**src/rtl/apb_mem_pkg.sv**
```systemverilog
// Shared types and constants for the APB-to-byte-memory controller.
//   state_t        : controller FSM states
//   lane_t         : byte lane index within a 32-bit word
//   BYTES_PER_WORD : byte lanes per APB word
//   APB_DATA_WIDTH : APB data bus width
package apb_mem_pkg;

    localparam int BYTES_PER_WORD = 4;
    localparam int APB_DATA_WIDTH = 32;

    typedef enum logic [2:0] {
        IDLE,
        WR,
        RD,
        TAIL,
        RESP,
        ERR
    } state_t;

    typedef logic [1:0] lane_t;

endpackage

```
**src/rtl/apb_mem_if.sv**
```systemverilog
// APB3 bus bundle between the interconnect (master) and apb_mem_ctrl (slave).
//   psel, penable, pwrite, paddr, pwdata, pstrb : master -> slave
//   prdata, pready, pslverr                     : slave -> master
interface apb_mem_if
    import apb_mem_pkg::*;
#(
    parameter int PADDR_WIDTH = 12
);
    logic                          psel;
    logic                          penable;
    logic                          pwrite;
    logic [PADDR_WIDTH-1:0]        paddr;
    logic [APB_DATA_WIDTH-1:0]     pwdata;
    logic [BYTES_PER_WORD-1:0]     pstrb;
    logic [APB_DATA_WIDTH-1:0]     prdata;
    logic                          pready;
    logic                          pslverr;

    modport master (
        output psel, penable, pwrite, paddr, pwdata, pstrb,
        input  prdata, pready, pslverr
    );

    modport slave (
        input  psel, penable, pwrite, paddr, pwdata, pstrb,
        output prdata, pready, pslverr
    );
endinterface

```
**src/rtl/apb_mem_ctrl.sv**
```systemverilog
// APB3 slave that maps 32-bit word accesses onto a byte-wide memory with a
// registered read port. Each word access is issued as four byte beats
// (lane 0 first); write strobes gate mem_cs per lane, read bytes are
// reassembled into prdata. Misaligned or out-of-range addresses get an
// immediate PSLVERR response without touching the memory.
// Ports:
//   clk, rst     : clock, asynchronous active-high reset
//   apb          : APB3 slave port (apb_mem_if.slave)
//   mem_cs       : memory chip select
//   mem_wr_rd_n  : 1 = write beat, 0 = read beat
//   mem_addr     : memory byte address
//   mem_data_in  : memory write data
//   mem_data_out : memory read data, valid the cycle after a read beat
module apb_mem_ctrl
    import apb_mem_pkg::*;
#(
    parameter int PADDR_WIDTH    = 12,
    parameter int MEM_ADDR_WIDTH = 10,
    parameter int MEM_DATA_WIDTH = 8
) (
    input  logic                      clk,
    input  logic                      rst,
    apb_mem_if.slave                  apb,
    output logic                      mem_cs,
    output logic                      mem_wr_rd_n,
    output logic [MEM_ADDR_WIDTH-1:0] mem_addr,
    output logic [MEM_DATA_WIDTH-1:0] mem_data_in,
    input  logic [MEM_DATA_WIDTH-1:0] mem_data_out
);

    state_t                          state_reg, state_next;
    lane_t                           lane_reg, lane_next;
    lane_t                           lane_prev;
    logic [MEM_ADDR_WIDTH-3:0]       word_addr_reg;
    logic [APB_DATA_WIDTH-1:0]       pwdata_reg;
    logic [BYTES_PER_WORD-1:0]       pstrb_reg;
    logic [APB_DATA_WIDTH-1:0]       prdata_reg;
    logic                            setup;
    logic                            addr_err;

    assign setup    = apb.psel & ~apb.penable;
    assign addr_err = (apb.paddr[1:0] != 2'b00) ||
                      (apb.paddr[PADDR_WIDTH-1:MEM_ADDR_WIDTH] != '0);
    // Lane whose read byte arrives on mem_data_out this cycle.
    assign lane_prev = lane_reg - 2'd1;

    always_ff @(posedge clk or posedge rst) begin
        if (rst) begin
            state_reg <= IDLE;
            lane_reg  <= '0;
        end else begin
            state_reg <= state_next;
            lane_reg  <= lane_next;
        end
    end

    always_comb begin
        state_next = state_reg;
        lane_next  = lane_reg;
        case (state_reg)
            IDLE: begin
                lane_next = '0;
                if (setup) begin
                    if (addr_err)        state_next = ERR;
                    else if (apb.pwrite) state_next = WR;
                    else                 state_next = RD;
                end
            end
            WR, RD: begin
                if (!apb.psel) begin
                    // Master abandoned the transfer: drop out without a response.
                    state_next = IDLE;
                    lane_next  = '0;
                end else if (lane_reg == 2'd3) begin
                    state_next = (state_reg == WR) ? RESP : TAIL;
                    lane_next  = '0;
                end else begin
                    lane_next = lane_reg + 2'd1;
                end
            end
            TAIL:    state_next = apb.psel ? RESP : IDLE;
            RESP:    state_next = IDLE;
            ERR:     state_next = IDLE;
            default: state_next = IDLE;
        endcase
    end

    // Memory and response outputs depend only on registered state, so the
    // memory never sees a combinational path from the APB inputs.
    always_comb begin
        mem_cs      = 1'b0;
        mem_wr_rd_n = 1'b0;
        mem_addr    = '0;
        mem_data_in = '0;
        apb.pready  = 1'b0;
        apb.pslverr = 1'b0;
        case (state_reg)
            WR: begin
                mem_wr_rd_n = 1'b1;
                mem_cs      = pstrb_reg[lane_reg];
                mem_addr    = {word_addr_reg, lane_reg};
                mem_data_in = pwdata_reg[{lane_reg, 3'b000} +: 8];
            end
            RD: begin
                mem_cs   = 1'b1;
                mem_addr = {word_addr_reg, lane_reg};
            end
            RESP: apb.pready = 1'b1;
            ERR: begin
                apb.pready  = 1'b1;
                apb.pslverr = 1'b1;
            end
            default: ;
        endcase
    end

    // Transfer direction is carried by the WR/RD state itself, so only the
    // word address, data and strobes need latching at setup.
    always_ff @(posedge clk or posedge rst) begin
        if (rst) begin
            word_addr_reg <= '0;
            pwdata_reg    <= '0;
            pstrb_reg     <= '0;
        end else if (state_reg == IDLE && setup) begin
            word_addr_reg <= apb.paddr[MEM_ADDR_WIDTH-1:2];
            pwdata_reg    <= apb.pwdata;
            pstrb_reg     <= apb.pstrb;
        end
    end

    // Read data lags the address by one cycle: lane k's beat collects lane
    // k-1's byte, and TAIL collects lane 3.
    always_ff @(posedge clk or posedge rst) begin
        if (rst) begin
            prdata_reg <= '0;
        end else begin
            case (state_reg)
                IDLE: if (setup && !addr_err && !apb.pwrite) prdata_reg <= '0;
                RD:   if (lane_reg != 2'd0) prdata_reg[{lane_prev, 3'b000} +: 8] <= mem_data_out;
                TAIL: prdata_reg[31:24] <= mem_data_out;
                default: ;
            endcase
        end
    end

    assign apb.prdata = prdata_reg;

endmodule

```
**src/flat_wrapper.sv**
```systemverilog
// flat-port wrapper written by rule: the top's interface ports become plain ports
module apb_mem_ctrl_flat import apb_mem_pkg::*;
#(
    parameter int PADDR_WIDTH    = 12,
    parameter int MEM_ADDR_WIDTH = 10,
    parameter int MEM_DATA_WIDTH = 8
)
  (clk, rst, mem_cs, mem_wr_rd_n, mem_addr, mem_data_in, mem_data_out, apb_psel, apb_penable, apb_pwrite, apb_paddr, apb_pwdata, apb_pstrb, apb_prdata, apb_pready, apb_pslverr);
  apb_mem_if #(.PADDR_WIDTH(PADDR_WIDTH)) apb_i ();
  input  logic clk;
  input  logic rst;
  output logic mem_cs;
  output logic mem_wr_rd_n;
  output logic [MEM_ADDR_WIDTH-1:0] mem_addr;
  output logic [MEM_DATA_WIDTH-1:0] mem_data_in;
  input  logic [MEM_DATA_WIDTH-1:0] mem_data_out;
  input wire logic [$bits(apb_i.psel)-1:0] apb_psel;
  input wire logic [$bits(apb_i.penable)-1:0] apb_penable;
  input wire logic [$bits(apb_i.pwrite)-1:0] apb_pwrite;
  input wire logic [$bits(apb_i.paddr)-1:0] apb_paddr;
  input wire logic [$bits(apb_i.pwdata)-1:0] apb_pwdata;
  input wire logic [$bits(apb_i.pstrb)-1:0] apb_pstrb;
  output wire logic [$bits(apb_i.prdata)-1:0] apb_prdata;
  output wire logic [$bits(apb_i.pready)-1:0] apb_pready;
  output wire logic [$bits(apb_i.pslverr)-1:0] apb_pslverr;
  assign apb_i.psel = apb_psel;
  assign apb_i.penable = apb_penable;
  assign apb_i.pwrite = apb_pwrite;
  assign apb_i.paddr = apb_paddr;
  assign apb_i.pwdata = apb_pwdata;
  assign apb_i.pstrb = apb_pstrb;
  assign apb_prdata = apb_i.prdata;
  assign apb_pready = apb_i.pready;
  assign apb_pslverr = apb_i.pslverr;
  apb_mem_ctrl #(.PADDR_WIDTH(PADDR_WIDTH), .MEM_ADDR_WIDTH(MEM_ADDR_WIDTH), .MEM_DATA_WIDTH(MEM_DATA_WIDTH)) u_core (.clk(clk), .rst(rst), .apb(apb_i), .mem_cs(mem_cs), .mem_wr_rd_n(mem_wr_rd_n), .mem_addr(mem_addr), .mem_data_in(mem_data_in), .mem_data_out(mem_data_out));
endmodule
```
**config.mk**
```make
export PLATFORM = sky130hd
export DESIGN_NAME = apb_mem_ctrl_flat
export DESIGN_NICKNAME = d
export VERILOG_FILES = /design/src/rtl/apb_mem_pkg.sv /design/src/rtl/apb_mem_if.sv /design/src/rtl/apb_mem_ctrl.sv /design/src/flat_wrapper.sv
export SDC_FILE = /design/constraint.sdc
export NUM_CORES = 1
export LEC_CHECK = 0
export CORE_MARGIN = 3
export CORE_UTILIZATION = 49
export CTS_BUF_LIST = sky130_fd_sc_hd__clkbuf_4
export DETAILED_ROUTE_END_ITERATION = 6
export GPL_TIMING_DRIVEN = 0
export PLACE_DENSITY = 0.87
export SYNTH_ARGS = -nofsm -noshare
export SYNTH_HDL_FRONTEND = slang
export SYNTH_SLANG_ARGS = --single-unit
```
**constraint.sdc**
```tcl
create_clock -name clk -period 3.9 [get_ports clk]
set_clock_uncertainty 0.15 [all_clocks]
set_input_delay 0.78 -clock clk [delete_from_list [all_inputs] [get_ports clk]]
set_output_delay 0.78 -clock clk [all_outputs]
set_load 0.01 [all_outputs]
```
==> summary.txt, run 1 <==
Timing
  • Slew Viols, Final: 0
  • Fmax: 0.280 GHz
  • Final Hold Vio Count: 0
  • Tmin final: 3570 ps
  • Setup Viol. Count Final: 0
  • Max-Slew Margin vs Limit: between 40% and 50%
  • RSZ-0062 raised after global routing: no
  • Final worst slack: 329 ps
  • Worst-Margin Slew: 777 ps
  • Tcrit/Tclk final: 91.6%

Placed design
  • HPWL Detailed: approximately 6800 µm
  • Placed Area: ~0.0053 mm²
  • Count of input and output buffers: around 110
  • Pre-CTS WS: approximately 750 ps
  • Placed insts: 514
  • Placer congestion estimate: 0.773

Floorplan
  • Row cnt: 32
  • Core area: between 0.007 and 0.008 mm²
  • Die X: a little under 100 µm
  • I/O Pins: 115
  • Initial core utilization: 51.4%
  • Die area: 0.00936 mm²
  • Chip Height: 96.7 µm

Critical path
  • Crit-path max FO: 10
  • Crit end category: primary output
  • Arr. time, crit path: 2640 ps
  • CP Launch Type: flip-flop
  • Crit Path Class: reg -> out
  • Req. time, crit path: roughly 3000 ps

CTS
  • Cts bufs inserted: 9
  • Sink Count: 81
  • TritonCTS clock tree: done
  • Post-CTS Setup Inserts: 0
  • Clock buffer depth: 2
  • Worst-path clk slew: 120 ps
  • Htree depth: 3
  • Cts repair resizes: 0
  • Clk Latency, worst-skew pair: 400 ps
  • Root Buffer: clkbuf_4
  • Hold Buf Count CTS: 0

Detailed routing
  • Final ANT Viol Nets: 0
  • DRC viols: 0
  • Via count: 2712
  • Total wire length: 9010 µm
  • Drt via density: 5.12
  • Drt pass-1 iters: 4
  • Wire length per cell: 17.0 µm
  • Iter 0 DRT Violations: around 120

Finish
  • N_diodes: 0
  • Fill cells: 579
  • Layout Utilization: 69.9%
  • Area growth syn-to-layout: 36.0%
  • Commonest non-fill, non-tap cells in the layout: 114 x clkdlybuf4s50_1, 81 x dfrtp_1, 39 x mux2_4, 26 x nand2_1, 26 x inv_1
  • Final Net Count: 490
  • Final Non-Filler Cells: 530
  • Fin area: 0.00549 mm²
  • Share of cells above drive strength 1: a little over a fifth
  • Commonest non-fill, non-tap cell in the layout: clkdlybuf4s50_1

Yosys
  • Synthesized area per cell: about 14 µm²
  • Post-synth top area share: between 50% and 60%
  • Ys Warns: 0
  • Xor and xnor area share after synthesis: 0.217%
  • Adder-cell share of the synthesized area: approximately 1.9%
  • Post-synth cell types: 38
  • Cells after Synth: 297
  • Fraction of the mapped netlist area in compound gates: ~4.2%
  • Post-Synth Simple-Gate Area: 9.96%
  • Synthesized area: about 0.0040 mm²
  • Synth Register Bits: 81
  • Mux cell area share after synthesis: around 27%
  • Syn nets: 364
  • Sequential area share after synthesis: 50.2%
  • Synth top area cells: dfrtp_1 50%, mux2_4 15%, mux2i_1 6.0%
  • Synth area leader: dfrtp_1
  • Main combinational cell family by area after synthesis: multiplexers

Pwr
  • Pleak: 2.45 nW
  • Max VDD drop: 0.417 mV
  • Switch share: 29.7%
  • Clock share of power: roughly 16%
  • Switch Pwr: 0.997 mW
  • Seq pwr share: 41.2%
  • Pwr/cell area: 611 mW/mm²
  • Comb pwr share: 43.1%
  • Int Pwr: 2.35 mW

Global route
  • Global-route wire length before repair: approximately 15000 µm
  • Vias in the first global route: 2881
  • Largest net degree at the start of global routing: between 40 and 50
  • Initial antenna violation count: 0
  • GRT Total Usage: about a fifth
  • Total congestion overflow: 0

Flow run
  • Max-Cap Viols: 0

Run status
  • Outcome: finished clean

Worst hold path
  • Worst hold path type: reg -> reg
==> per-stage QoR <==
step / TNS [ps] / total power, mW / hold slack [ps]
final: 0 / 3.35 / 364
after global routing: 0 / 3.55 / 379
after CTS: 0 / 3.39 / 367
after detailed placement: 0 / 2.85 / 338
after global placement: -27330 / 2.78 / 335
after floorplan: 0 / 2.24 / 324
==> Yosys cell counts <==
master,n
a21o_1,1
a21oi_1,1
a21oi_4,1
a22o_1,9
a22o_2,2
a22oi_1,1
a22oi_2,1
a32o_1,2
and2_1,9
and2b_1,1
and3b_4,1
and4_1,3
buf_12,4
buf_2,2
buf_4,1
buf_6,3
buf_8,1
clkbuf_1,3
clkbuf_2,2
dfrtp_1,81
ha_1,6
inv_1,27
mux2_2,5
mux2_4,39
mux2i_1,24
mux4_2,9
nand2_1,26
nand2b_1,2
nand3_1,3
nand3b_1,1
nand4b_1,1
nor2_1,10
nor2_8,1
nor2b_1,10
nor3b_1,1
nor3b_4,1
or4_4,1
xor2_1,1
==> path summary, 6_finish.rpt <==
path / startpoint / endpoint / slack [ps] / cells after the start
max: u_core.lane_reg[0] / mem_data_in[3] / 330 / 5
min: u_core.apb.prdata[24] / u_core.apb.prdata[24] / 360 / 1
max reg2reg: u_core.lane_reg[1] / u_core.apb.prdata[21] / 1350 / 8
min reg2reg: u_core.apb.prdata[24] / u_core.apb.prdata[24] / 360 / 1
max in group asynchronous: rst / u_core.pwdata_reg[20] / 2430 / 3
min in group asynchronous: rst / u_core.apb.prdata[22] / 590 / 2
==> kinds of logic after synthesis <==
logic type               after synthesis
buffers and inverters                 43
flip-flops                            81
adder cells (fa/ha/maj)                6
AND/OR/NAND/NOR                       71
multiplexers                          77
XOR/XNOR                               1
AO/OA/AOI/OAI                         18
==> final cells by class <==
class                   instances  area [µm²]  share of cell area, %
clock inverters                 7        85.1                   1.55
multi-input cells             173        1740                   31.7
repair buffers                115        1170                   21.3
plain buffers                  16         168                   3.06
clock buffers                   9        67.6                   1.23
flip-flops and latches         81        2030                   37.0
inverters                      27         104                   1.89
well taps                     102         128                   2.33
==> worst max-delay path, cell delays in order, from the launching register on <==
cell and delay [ps]:
dfrtp_1 460, clkbuf_1 310, buf_4 290, mux4_2 520, and2_1 180, clkdlybuf4s50_1 470
==> layer usage <==
layer	GRT usage [%]	up-vias	routed length (µm)
met5	0	-	0
met4	5.51	0	140
met3	6.56	13	716
met2	31.2	108	4290
met1	25.9	1327	3870
li1	-	1264	-
==> power groups by stage <==
stage | sequential, mW | clock (mW) | combinational (mW)
after detailed placement | 1.39 | 0 | 1.46
final | 1.38 | 0.529 | 1.44
after global routing | 1.42 | 0.581 | 1.55
after CTS | 1.38 | 0.543 | 1.46
after floorplan | 1.37 | 0 | 0.873
after global placement | 1.37 | 0 | 1.41
(Power assumes the default switching activity.)
==> run 2: changes to the inputs <==
--- a/config.mk
+++ b/config.mk
@@ -5,7 +5,7 @@
 export SDC_FILE = /design/constraint.sdc
 export NUM_CORES = 1
 export LEC_CHECK = 0
-export CORE_MARGIN = 3
+export CORE_MARGIN = 2
 export CORE_UTILIZATION = 49
 export CTS_BUF_LIST = sky130_fd_sc_hd__clkbuf_4
 export DETAILED_ROUTE_END_ITERATION = 6
==> summary.txt, run 2 (synthesized netlist as in run 1, its figures left out) <==
Pwr
  • Max VDD drop: 0.354 mV (was 0.417 mV)
  • Pwr/cell area: 612 mW/mm² (was 611 mW/mm²)
  • Pleak: 2.45 nW (about the same)

Global route
  • Largest net degree at the start of global routing: 46 (was 47)
  • Global-route wire length before repair: 14500 µm (was 14700 µm)
  • GRT Total Usage: 21.5% (was 19.6%)
  • Initial antenna violation count: 0 (unchanged)
  • Total congestion overflow: 0 (unchanged)
  • Vias in the first global route: 2932 (was 2881)

Placed design
  • Placed insts: 517 (was 514)
  • HPWL Detailed: 6700 µm (was 6810 µm)
  • Placer congestion estimate: 0.783 (was 0.773)
  • Count of input and output buffers: 114 (unchanged)

Floorplan
  • Core area: 0.00809 mm² (was 0.00785 mm²)
  • Chip Height: 94.7 µm (was 96.7 µm)
  • Die area: 0.00897 mm² (was 0.00936 mm²)
  • Die X: 94.7 µm (was 96.7 µm)
  • Initial core utilization: 49.8% (was 51.4%)
  • I/O Pins: 115 (unchanged)
  • Row cnt: 33 (was 32)

Detailed routing
  • Drt via density: 5.09 (was 5.12)
  • Total wire length: 8880 µm (was 9010 µm)
  • DRC viols: 0 (unchanged)
  • Final ANT Viol Nets: 0 (unchanged)
  • Wire length per cell: 16.7 µm (was 17.0 µm)
  • Drt pass-1 iters: 4 (unchanged)
  • Iter 0 DRT Violations: 100 (was 116)
  • Via count: 2714 (was 2712)

Worst hold path
  • HP Start: u_core.apb.prdata[29] (was u_core.apb.prdata[24])
  • Hold worst-path end: u_core.apb.prdata[29] (was u_core.apb.prdata[24])
  • Worst hold path type: reg -> reg (unchanged)
  • WHS Path Cells: 1 (unchanged)

CTS
  • Sink Count: 81 (unchanged)
  • TritonCTS clock tree: done (unchanged)
  • Htree depth: 3 (unchanged)
  • Cts repair resizes: 0 (unchanged)
  • Clock buffer depth: 2 (unchanged)
  • Post-CTS Setup Inserts: 0 (unchanged)
  • Clk Latency, worst-skew pair: 420 ps (was 400 ps)
  • Hold Buf Count CTS: 0 (unchanged)
  • Worst-path clk slew: 130 ps (was 120 ps)
  • Root Buffer: clkbuf_4 (unchanged)
  • Cts bufs inserted: 9 (unchanged)

Critical path
  • CP Launch Type: flip-flop (unchanged)
  • Arr. time, crit path: 2660 ps (was 2640 ps)
  • FF-to-FF Start: u_core.lane_reg[0] (was u_core.lane_reg[1])
  • Worst R2R Setup Slack: 1410 ps (was 1350 ps)
  • R2R depth: 9 (was 8)
  • R2r endpoint: u_core.apb.prdata[19] (was u_core.apb.prdata[21])
  • Crit Path Class: reg -> out (unchanged)
  • Req. time, crit path: 2970 ps (about the same)
  • Crit-path max FO: 10 (unchanged)
  • Crit end category: primary output (unchanged)

Timing
  • Slew Viols, Final: 0 (unchanged)
  • Setup Viol. Count Final: 0 (unchanged)
  • Worst-Margin Slew: 769 ps (was 777 ps)
  • Final Hold Vio Count: 0 (unchanged)
  • Tcrit/Tclk final: 92.1% (was 91.6%)
  • RSZ-0062 raised after global routing: no (unchanged)
  • Max-Slew Margin vs Limit: 48.5% (was 48.0%)
  • Tmin final: 3590 ps (was 3570 ps)
  • Fmax: 0.278 GHz (was 0.280 GHz)

Finish
  • Commonest non-fill, non-tap cells in the layout: 114 x clkdlybuf4s50_1, 81 x dfrtp_1, 39 x mux2_4, 26 x nand2_1, 26 x inv_1 (unchanged)
  • Share of cells above drive strength 1: 21.0% (unchanged)
  • Layout Utilization: 67.7% (was 69.9%)
  • N_diodes: 0 (unchanged)
  • Fill cells: 617 (was 579)
  • Final Net Count: 490 (unchanged)
  • Final Non-Filler Cells: 533 (was 530)
  • Commonest non-fill, non-tap cell in the layout: clkdlybuf4s50_1 (unchanged)
  • Area growth syn-to-layout: 35.9% (was 36.0%)

Run status
  • Outcome: finished clean (unchanged)

Flow run
  • Max-Cap Viols: 0 (unchanged)
run 2: cell count changes in the layout (fill, tap and decap cells not counted):
cell	before	now
buf_16	1	0
buf_12	4	5
run 2: where the power goes:
part | total [mW] | internal, mW | switching, mW
combinational | 1.44 | 0.924 | 0.515
sequential | 1.38 | 1.17 | 0.204
clock | 0.534 | 0.254 | 0.280
run 2: final cells by class:
cell class / count / area, µm² / area share [%]
flip-flops and latches: 81 / 2030 / 37.0
multi-input cells: 173 / 1740 / 31.7
repair buffers: 115 / 1160 / 21.2
plain buffers: 16 / 168 / 3.06
well taps: 105 / 131 / 2.40
inverters: 27 / 104 / 1.89
clock inverters: 7 / 85.1 / 1.55
clock buffers: 9 / 67.6 / 1.23
run 2: worst max path at each step:
stage	startpoint	end	slack, ps	cells past startpoint
detailed placement	u_core.lane_reg[0]	mem_data_in[0]	750	5
global placement	rst	u_core.word_addr_reg[6]	-300	2
global route	u_core.lane_reg[0]	mem_data_in[3]	110	5
floorplan	rst	u_core.apb.prdata[0]	890	1
CTS	u_core.lane_reg[0]	mem_data_in[6]	270	5
finish	u_core.lane_reg[0]	mem_data_in[5]	310	5
run 2: critical path, cell delays in order, from the launching register on:
cell and delay, ps:
dfrtp_1 450, clkbuf_1 310, buf_4 300, mux4_2 510, and2_1 180, clkdlybuf4s50_1 480
run 2: metal layers:
| layer | track usage [%] | share of wire [%] | up-vias |
|---|---|---|---|
| met5 | 0 | 0 | - |
| met3 | 5.91 | 7.1 | 9 |
| li1 | - | - | 1266 |
| met1 | 27.0 | 43 | 1342 |
| met4 | 5.92 | 1.0 | 0 |
| met2 | 36.7 | 49 | 97 |
run 2: stage by stage:
stage / hold WS (ps) / total power [mW] / worst slack (ps) / setup TNS [ps] / area, µm²
2_1_floorplan: 324 / 2.24 / 890 / 0 / 4030
3_3_place_gp: 335 / 2.78 / -297 / -23730 / 5310
3_5_place_dp: 336 / 2.85 / 752 / 0 / 5330
4_1_cts: 368 / 3.39 / 266 / 0 / 5480
5_1_grt: 388 / 3.56 / 113 / 0 / 5480
6_report: 368 / 3.35 / 306 / 0 / 5480
==> run 3: changes to the inputs <==
--- a/config.mk
+++ b/config.mk
@@ -6,11 +6,10 @@
 export NUM_CORES = 1
 export LEC_CHECK = 0
 export CORE_MARGIN = 2
-export CORE_UTILIZATION = 49
-export CTS_BUF_LIST = sky130_fd_sc_hd__clkbuf_4
+export CORE_UTILIZATION = 48
 export DETAILED_ROUTE_END_ITERATION = 6
 export GPL_TIMING_DRIVEN = 0
-export PLACE_DENSITY = 0.87
+export PLACE_DENSITY = 0.85
 export SYNTH_ARGS = -nofsm -noshare
 export SYNTH_HDL_FRONTEND = slang
 export SYNTH_SLANG_ARGS = --single-unit
==> summary.txt, run 3 (synthesized netlist as in run 1, its figures left out) <==
Finish
  • Fin area: 0.00554 mm² (was 0.00548 mm²)
  • Area growth syn-to-layout: 37.3% (was 35.9%)
  • Final Net Count: 490 (unchanged)
  • N_diodes: 0 (unchanged)
  • Layout Utilization: 67.8% (was 67.7%)
  • Commonest non-fill, non-tap cells in the layout: 114 x clkdlybuf4s50_1, 81 x dfrtp_1, 39 x mux2_4, 26 x nand2_1, 26 x inv_1 (unchanged)
  • Final Non-Filler Cells: 533 (unchanged)
  • Commonest non-fill, non-tap cell in the layout: clkdlybuf4s50_1 (unchanged)
  • Share of cells above drive strength 1: 21.0% (unchanged)

Timing
  • Worst-Margin Slew: 699 ps (was 769 ps)
  • Fmax: 0.288 GHz (was 0.278 GHz)
  • Slew Viols, Final: 0 (unchanged)
  • Hold Worst Slack: 356 ps (was 368 ps)
  • Final worst slack: 426 ps (was 306 ps)
  • Tmin final: 3470 ps (was 3590 ps)
  • RSZ-0062 raised after global routing: no (unchanged)
  • Final Hold Vio Count: 0 (unchanged)
  • Final TNS setup: 0 ps (unchanged)
  • Max-Slew Margin vs Limit: 53.2% (was 48.5%)
  • Tcrit/Tclk final: 89.1% (was 92.1%)
  • Setup Viol. Count Final: 0 (unchanged)

Critical path
  • FF-to-FF Start: u_core.lane_reg[1] (was u_core.lane_reg[0])
  • Worst Path Buf+Inv: 3 (unchanged)
  • Crit path max-delay family: buffers and inverters (unchanged)
  • Crit-path max FO: 10 (unchanged)
  • Critical path, cell by cell: clkbuf_1 -> buf_4 -> mux4_2 -> and2_1 -> clkdlybuf4s50_1 (unchanged)
  • Crit Path Class: reg -> out (unchanged)
  • Arr. time, crit path: 2540 ps (was 2660 ps)
  • Crit end category: primary output (unchanged)
  • Req. time, crit path: 2970 ps (about the same)
  • CP Launch Type: flip-flop (unchanged)
  • Max incr delay on CP: 530 ps (was 510 ps)
  • Critical path origin: u_core.lane_reg[0] (unchanged)
  • CP max-delay cell: mux4_2 (unchanged)

Run status
  • Outcome: finished clean (unchanged)

Pwr
  • Max VDD drop: 0.336 mV (was 0.354 mV)
  • Pwr Total: 3.48 mW (was 3.35 mW)
  • Pwr/cell area: 628 mW/mm² (was 612 mW/mm²)
  • Pleak: 2.47 nW (was 2.45 nW)

Detailed routing
  • Via count: 2746 (was 2714)
  • Drt via density: 5.15 (was 5.09)
  • DRC viols: 0 (unchanged)
  • Final ANT Viol Nets: 0 (unchanged)
  • Total wire length: 8870 µm (was 8880 µm)
  • Iter 0 DRT Violations: 125 (was 100)
  • Drt pass-1 iters: 4 (unchanged)
  • Wire length per cell: 16.6 µm (was 16.7 µm)

Floorplan
  • Die area: 0.00915 mm² (was 0.00897 mm²)
  • I/O Pins: 115 (unchanged)
  • Die X: 95.7 µm (was 94.7 µm)
  • Row cnt: 33 (unchanged)
  • Initial core utilization: 49.3% (was 49.8%)
  • Chip Height: 95.7 µm (was 94.7 µm)
  • Core area: 0.00818 mm² (was 0.00809 mm²)

Global route
  • Initial antenna violation count: 0 (unchanged)
  • Total congestion overflow: 0 (unchanged)
  • Vias in the first global route: 2855 (was 2932)
  • Global-route wire length before repair: 14400 µm (was 14500 µm)
  • Largest net degree at the start of global routing: 43 (was 46)
  • GRT Total Usage: 21.2% (was 21.5%)

CTS
  • Sink Count: 81 (unchanged)
  • Post-CTS Setup Inserts: 0 (unchanged)
  • Worst-path clk slew: 80 ps (was 130 ps)
  • Clock buffer depth: 2 (unchanged)
  • Root Buffer: clkbuf_8 (was clkbuf_4)
  • Hold Buf Count CTS: 0 (unchanged)
  • TritonCTS clock tree: done (unchanged)
  • Cts bufs inserted: 9 (unchanged)
  • Clk Latency, worst-skew pair: 350 ps (was 420 ps)
  • Htree depth: 3 (unchanged)
  • Cts repair resizes: 0 (unchanged)

Placed design
  • Placed insts: 517 (unchanged)
  • Placed Area: 0.00533 mm² (unchanged)
  • Placer congestion estimate: 0.770 (was 0.783)
  • Count of input and output buffers: 114 (unchanged)
  • Pre-CTS WS: 776 ps (was 752 ps)
  • HPWL Detailed: 6500 µm (was 6700 µm)

Flow run
  • Max-Cap Viols: 0 (unchanged)

Worst hold path
  • Worst hold path type: reg -> reg (unchanged)
  • HP Start: u_core.pwdata_reg[21] (was u_core.apb.prdata[29])
[run 3: path summary, 6_finish.rpt]
check                                             end  slack, ps  cells after the start
worst min register to register  u_core.pwdata_reg[21]        360                      1
worst min-delay path            u_core.pwdata_reg[21]        360                      1
max in group asynchronous          u_core.lane_reg[0]       2340                      3
worst max-delay path                   mem_data_in[3]        430                      5
worst max register to register  u_core.apb.prdata[18]       1400                      8
min in group asynchronous        u_core.apb.prdata[1]        660                      2
[run 3: cell type report]
| type | instances | area [µm²] |
|---|---|---|
| fill | 609 | 2640 |
| clock buffer | 11 | 131 |
| clock inverter | 5 | 80.1 |
| sequential | 81 | 2030 |
| multi-input combinational | 173 | 1740 |
| tap | 105 | 131 |
| timing repair buffer | 115 | 1160 |
| buffer | 16 | 168 |
| inverter | 27 | 104 |
[run 3: report_power, final]
part	switching, mW	internal [mW]
registers	0.201	1.18
logic	0.513	0.925
clock network	0.305	0.360
[run 3: worst reg2reg max path, stage by stage, from the launching register on]
cell	delay (ps)
dfrtp_1	430
clkbuf_1	540
inv_1	210
ha_1	380
nor2_1	110
and4_1	190
clkbuf_2	200
nand2_1	80
mux2i_1	140
[run 3: layer usage]
layer	routed length [µm]	global-route usage (%)
met1	3740	27.0
met2	4270	34.4
met3	745	7.75
met4	113	5.12
met5	0	0
